### src/rtl/fifo_pkg.sv
// rtl/fifo_pkg.sv - shared defaults, read-mode constants and depth helper for the sync FIFO
package fifo_pkg;

   localparam int FIFO_DATA_W = 8;
   localparam int FIFO_ADDR_W = 4;

   localparam int FWFT_OFF = 0;
   localparam int FWFT_ON  = 1;

   function automatic int fifo_depth(input int addr_w);
      return 1 << addr_w;
   endfunction

endpackage

### src/rtl/fifo_regfile.sv
// rtl/fifo_regfile.sv - DEPTH x DATA_W storage, synchronous write, asynchronous read
module fifo_regfile
   import fifo_pkg::*;
#(
   parameter int DATA_W = FIFO_DATA_W,
   parameter int ADDR_W = FIFO_ADDR_W
) (
   input  logic              clk,
   input  logic              we,
   input  logic [ADDR_W-1:0] waddr,
   input  logic [DATA_W-1:0] wdata,
   input  logic [ADDR_W-1:0] raddr,
   output logic [DATA_W-1:0] rdata
);

   localparam int DEPTH = fifo_depth(ADDR_W);

   // Storage is never reset; the pointers alone decide which entries are live.
   logic [DATA_W-1:0] mem_q [DEPTH];

   // Write port: one accepted word per rising edge.
   always_ff @(posedge clk) begin
      if (we) begin
         mem_q[waddr] <= wdata;
      end
   end

   assign rdata = mem_q[raddr];

endmodule

### src/rtl/fifo_sync_param.sv
// rtl/fifo_sync_param.sv - single-clock parametrised FIFO with FWFT option, thresholds and sticky error flags
module fifo_sync_param
   import fifo_pkg::*;
#(
   parameter int DATA_W    = FIFO_DATA_W,
   parameter int ADDR_W    = FIFO_ADDR_W,
   parameter int FWFT      = FWFT_OFF,
   parameter int AFULL_TH  = fifo_depth(ADDR_W) - 2,
   parameter int AEMPTY_TH = 2
) (
   input  logic              clk,
   input  logic              rst,
   input  logic              clear,
   input  logic              wr_en,
   input  logic [DATA_W-1:0] wr_data,
   input  logic              rd_en,
   output logic [DATA_W-1:0] rd_data,
   output logic              rd_valid,
   output logic              full,
   output logic              empty,
   output logic              almost_full,
   output logic              almost_empty,
   output logic [ADDR_W:0]   count,
   output logic              overflow,
   output logic              underflow
);

   localparam int              DEPTH    = fifo_depth(ADDR_W);
   localparam logic [ADDR_W:0] DEPTH_V  = (ADDR_W+1)'(DEPTH);
   localparam logic [ADDR_W:0] AFULL_V  = (ADDR_W+1)'(AFULL_TH);
   localparam logic [ADDR_W:0] AEMPTY_V = (ADDR_W+1)'(AEMPTY_TH);
   localparam logic [ADDR_W:0] PTR_ONE  = {{ADDR_W{1'b0}}, 1'b1};

   // Refuse to build with thresholds that could never behave sensibly.
   if (AFULL_TH < 1 || AFULL_TH > DEPTH) begin : g_bad_afull
      $error("fifo_sync_param: AFULL_TH must lie in 1..DEPTH");
   end
   if (AEMPTY_TH < 0 || AEMPTY_TH > DEPTH - 1) begin : g_bad_aempty
      $error("fifo_sync_param: AEMPTY_TH must lie in 0..DEPTH-1");
   end
   if (FWFT != FWFT_OFF && FWFT != FWFT_ON) begin : g_bad_fwft
      $error("fifo_sync_param: FWFT must be 0 or 1");
   end

   logic [ADDR_W:0]   wr_ptr_q, wr_ptr_d;
   logic [ADDR_W:0]   rd_ptr_q, rd_ptr_d;
   logic              overflow_q, overflow_d;
   logic              underflow_q, underflow_d;
   logic              wr_acc, rd_acc;
   logic [DATA_W-1:0] mem_rdata;

   // Status comes only from registered pointers; the extra MSB separates full from empty.
   always_comb begin
      count        = wr_ptr_q - rd_ptr_q;
      full         = (count == DEPTH_V);
      empty        = (count == '0);
      almost_full  = (count >= AFULL_V);
      almost_empty = (count <= AEMPTY_V);
   end

   // Acceptance, pointer advance and sticky flags; clear overrides any request.
   always_comb begin
      wr_acc      = wr_en & ~full & ~clear;
      rd_acc      = rd_en & ~empty & ~clear;
      wr_ptr_d    = wr_ptr_q;
      rd_ptr_d    = rd_ptr_q;
      overflow_d  = overflow_q | (wr_en & full);
      underflow_d = underflow_q | (rd_en & empty);
      if (clear) begin
         wr_ptr_d    = '0;
         rd_ptr_d    = '0;
         overflow_d  = 1'b0;
         underflow_d = 1'b0;
      end else begin
         if (wr_acc) wr_ptr_d = wr_ptr_q + PTR_ONE;
         if (rd_acc) rd_ptr_d = rd_ptr_q + PTR_ONE;
      end
   end

   // Pointer and flag registers.
   always_ff @(posedge clk or posedge rst) begin
      if (rst) begin
         wr_ptr_q    <= '0;
         rd_ptr_q    <= '0;
         overflow_q  <= 1'b0;
         underflow_q <= 1'b0;
      end else begin
         wr_ptr_q    <= wr_ptr_d;
         rd_ptr_q    <= rd_ptr_d;
         overflow_q  <= overflow_d;
         underflow_q <= underflow_d;
      end
   end

   assign overflow  = overflow_q;
   assign underflow = underflow_q;

   fifo_regfile #(
      .DATA_W (DATA_W),
      .ADDR_W (ADDR_W)
   ) u_regfile (
      .clk   (clk),
      .we    (wr_acc),
      .waddr (wr_ptr_q[ADDR_W-1:0]),
      .wdata (wr_data),
      .raddr (rd_ptr_q[ADDR_W-1:0]),
      .rdata (mem_rdata)
   );

   if (FWFT == FWFT_ON) begin : g_fwft
      // Head word is presented as soon as it exists; rd_en only pops it.
      assign rd_valid = ~empty;
      assign rd_data  = empty ? '0 : mem_rdata;
   end else begin : g_std
      logic [DATA_W-1:0] rd_data_q, rd_data_d;
      logic              rd_valid_q, rd_valid_d;

      // Registered read: load on an accepted read, otherwise hold the last word.
      always_comb begin
         rd_data_d  = rd_data_q;
         rd_valid_d = rd_acc;
         if (rd_acc) rd_data_d = mem_rdata;
      end

      // Output register; only rst zeroes the data, clear merely drops valid.
      always_ff @(posedge clk or posedge rst) begin
         if (rst) begin
            rd_data_q  <= '0;
            rd_valid_q <= 1'b0;
         end else begin
            rd_data_q  <= rd_data_d;
            rd_valid_q <= rd_valid_d;
         end
      end

      assign rd_valid = rd_valid_q;
      assign rd_data  = rd_data_q;
   end

endmodule
### config.mk
export PLATFORM = sky130hd
export DESIGN_NAME = fifo_sync_param
export DESIGN_NICKNAME = d
export VERILOG_FILES = /design/src/rtl/fifo_pkg.sv /design/src/rtl/fifo_regfile.sv /design/src/rtl/fifo_sync_param.sv
export SDC_FILE = /design/constraint.sdc
export NUM_CORES = 1
export LEC_CHECK = 0
export BUFFER_PORTS_ARGS = -buffer_cell sky130_fd_sc_hd__buf_2
export CORE_ASPECT_RATIO = 0.6
export CORE_MARGIN = 2
export CORE_UTILIZATION = 31
export CTS_CLUSTER_SIZE = 40
export DETAILED_ROUTE_END_ITERATION = 10
export HOLD_SLACK_MARGIN = 0.05
export PLACE_DENSITY = 0.55
export SLEW_MARGIN = 20
export SYNTH_ARGS = -nofsm -noshare
export SYNTH_HDL_FRONTEND = slang
export SYNTH_HIERARCHICAL = 1
export SYNTH_SLANG_ARGS = --single-unit
### constraint.sdc
create_clock -name clk -period 3.6 [get_ports clk]
set_clock_uncertainty 0.15 [all_clocks]
set_input_delay 0.72 -clock clk [delete_from_list [all_inputs] [get_ports clk]]
set_output_delay 0.72 -clock clk [all_outputs]
set_load 0.005 [all_outputs]
==> impl_metrics.py <==
metrics = {
    "status": {
        "status": "finished, final reports clean",
    },
    "clock_tree": {
        "cts.path.max_buffers": 2,
        "cts_made_buffers": 17,
        "cts_hold_buf": 0,
        "clock_sinks": 149,
        "cts_tree": "yes",
        "insertion_delay_ps": 420,
        "cts_root_buf": "clkbuf_16",
        "h-tree-depth": 4,
        "clkTransAtPathRegs_ps": 60,
    },
    "sta": {
        "layout_setup_ws_ps": 138,
        "rsz0062_at_grt": "false",
        "hold_viol": 0,
        "slew_violations": 0,
        "tightest_slew_ps": 939,
        "clock.fmax_mhz": 289,
        "period_needed_ps": 3460,
        "period_share": 0.962,
        "whs_ps": 343,
        "setup-violations-final": 0,
        "finalSetupTns_ps": 0,
        "maxSlewHeadroom": 0.373,
    },
    "grt": {
        "overflow": 0,
        "globalRouteTotalUtil": 0.149,
        "antenna_found_initial": 0,
        "grt_start_max_net_pins": 36,
        "grt_pass1_vias": 3376,
        "grt_pass1_wl_um": 22000,
    },
    "placed_design": {
        "dpl.cell_count": 639,
        "pre_cts_ws_ps": 161,
        "place_congestion": 0.816,
        "dp_hpwl_um": 9680,
        "portBuffers": 32,
    },
    "power_and_ir_drop": {
        "power_switching_mw": 1.58,
        "p_leak_nw": 2.57,
        "switching_share": 0.306,
        "seqPwrFrac": 0.395,
        "internal-power_mw": 3.59,
        "vdd_drop_max_mv": 0.308,
        "p_per_area_nw_per_um2": 704,
        "combPwrFrac": 0.275,
        "p_clk_frac": 0.330,
    },
    "layout": {
        "fillCellCount": 1791,
        "fin_nets": 413,
        "area_growth_pct": 19.6,
        "drive_gt1_frac": 0.315,
        "antenna_cells": 0,
        "instances_no_fill": 672,
    },
    "setup_path": {
        "critPathRequiredTime_ps": 2730,
        "cp_max_fo": 4,
        "crit_type": "flip-flop to primary output",
        "endpoint_kind": "primary output",
        "startpoint_type": "flip-flop",
        "arrival_ps": 2590,
    },
    "detailed_routing": {
        "first_pass_iters": 4,
        "routed-via-count": 3272,
        "vias_per_cell": 4.87,
        "drtAntennaViolNets": 0,
        "drc": 0,
        "drt_iter0_markers": 307,
        "routedWlPerCell_um": 21.8,
        "routed_wl_um": 14700,
    },
    "die": {
        "dieArea_um2": 21000,
        "dieHeight_um": 113,
        "die_x_um": 186,
        "io_pins": 33,
        "start_util": 0.319,
        "rows": 39,
        "core_region_area_um2": 19200,
    },
    "synth": {
        "ys_types": 40,
        "avgSynthCellArea_um2": 18.8,
        "syn_area_um2": 6140,
        "synth_edf_count": 128,
        "yosys_warnings": 6,
        "async_reset_ff_frac": 0.141,
        "synthCells": 326,
        "synth-seq-area-share": 0.712,
        "synth_seq_cells": 149,
        "syn_nets": 346,
        "dominantRegCellSynth": "edfxtp_1",
    },
    "flow_run": {
        "cap_violations": 0,
    },
    "hold_path": {
        "hold_class": "flip-flop to flip-flop",
    },
}
-- final timing paths --
kind                                   from               endpoint  cells past startpoint  slack (ps)
max in group asynchronous               rst            rd_ptr_q[0]                      2        2310
min in group asynchronous               rst            rd_ptr_q[4]                      2         350
worst min-delay path               overflow               overflow                      2         340
worst max register to register  rd_ptr_q[0]  u_regfile/mem_q[0][2]                     11         150
worst max-delay path            rd_ptr_q[0]                   full                      9         140
worst min register to register     overflow               overflow                      2         340
-- registers in the layout, indices dropped and copies added, names as in the netlist --
name             flops
rd_valid             1
rd_ptr_q             5
u_regfile/mem_q    128
overflow             1
underflow            1
wr_ptr_q             5
rd_data              8
-- synth_stat cells, types with 4 or more instances --
cell type,instances,share of area
edfxtp_1,128,0.63
nor2_1,24,0.015
dfrtp_1,21,0.086
mux4_2,18,0.066
a22oi_1,16,0.020
mux4_1,14,0.060
nand2_1,12,0.0073
inv_1,11,0.0067
mux2_4,8,0.020
nor3_1,8,0.0065
a21oi_1,7,0.0057
ha_1,6,0.012
xnor2_1,4,0.0057
xor2_1,4,0.0057
-- area by class of cell --
type,count,area [um^2],area share
Timing Repair Buffer,59,363,0.0494
Sequential cell,149,4370,0.595
Clock inverter,15,141,0.0193
Tap cell,266,333,0.0453
Multi-Input combinational cell,154,1660,0.227
Inverter,12,45.0,0.00613
Clock buffer,17,425,0.0579
-- logic make-up after synthesis --
logic type      count (synthesis)  share of synthesized area
fa+ha+maj                       7                     0.0155
xor+xnor                        9                     0.0141
flops                         149                      0.712
mux                            42                      0.149
buf+inv                        23                     0.0220
simple gates                   63                     0.0493
compound gates                 33                     0.0387
-- layer usage --
layer,vias to the layer above,global-route usage,part of all wire
met5,-,0,0
met3,11,0.0409,0.092
met1,1710,0.239,0.49
met2,103,0.197,0.41
li1,1448,-,-
met4,0,0.0341,0.0063
-- power by group through the flow --
stage | clock network, mW | registers, mW | logic, mW
3_3_place_gp | 0 | 2.08 | 1.34
4_1_cts | 1.74 | 2.05 | 1.40
5_1_grt | 1.82 | 2.06 | 1.53
2_1_floorplan | 0 | 2.09 | 0.875
3_5_place_dp | 0 | 2.08 | 1.37
6_report | 1.71 | 2.04 | 1.42
-- worst max-delay path: stages, from the launching register on --
cell and delay [ps]:
dfrtp_2 410, ha_1 210, fa_1 400, nand2b_1 180, a21oi_2 170, xor2_2 100, buf_4 170, nor3_1 260
buf_4 180, buf_2 110
-- through the flow --
stage / cell area [um^2] / power [mW] / utilization
after floorplan: 6140 / 2.97 / -
after global placement: 6740 / 3.42 / 0.351
after detailed placement: 6740 / 3.45 / 0.351
after CTS: 7320 / 5.19 / 0.381
after global routing: 7340 / 5.40 / 0.382
final: 7340 / 5.17 / 0.382
-- layout by cell type, fill, tap and decap left out, drive strengths merged, types with 8 or more instances in the layout --
master  synthesis  final
buf             7     59
a22oi          16     16
nor3            8      8
nor2           25     25
mux2            8      8
inv            12     18
nand2          12     12
dfrtp          21     21
edfxtp        128    128
clkbuf          1     17
mux4           32     32
-- repair_timing --
action                                  4_1_cts  5_1_grt
resized for setup                             1        4
endpoints found under the setup margin        2       14
setup buffers                                 1        0
No activity file was read; power rests on OpenSTA's default activity.
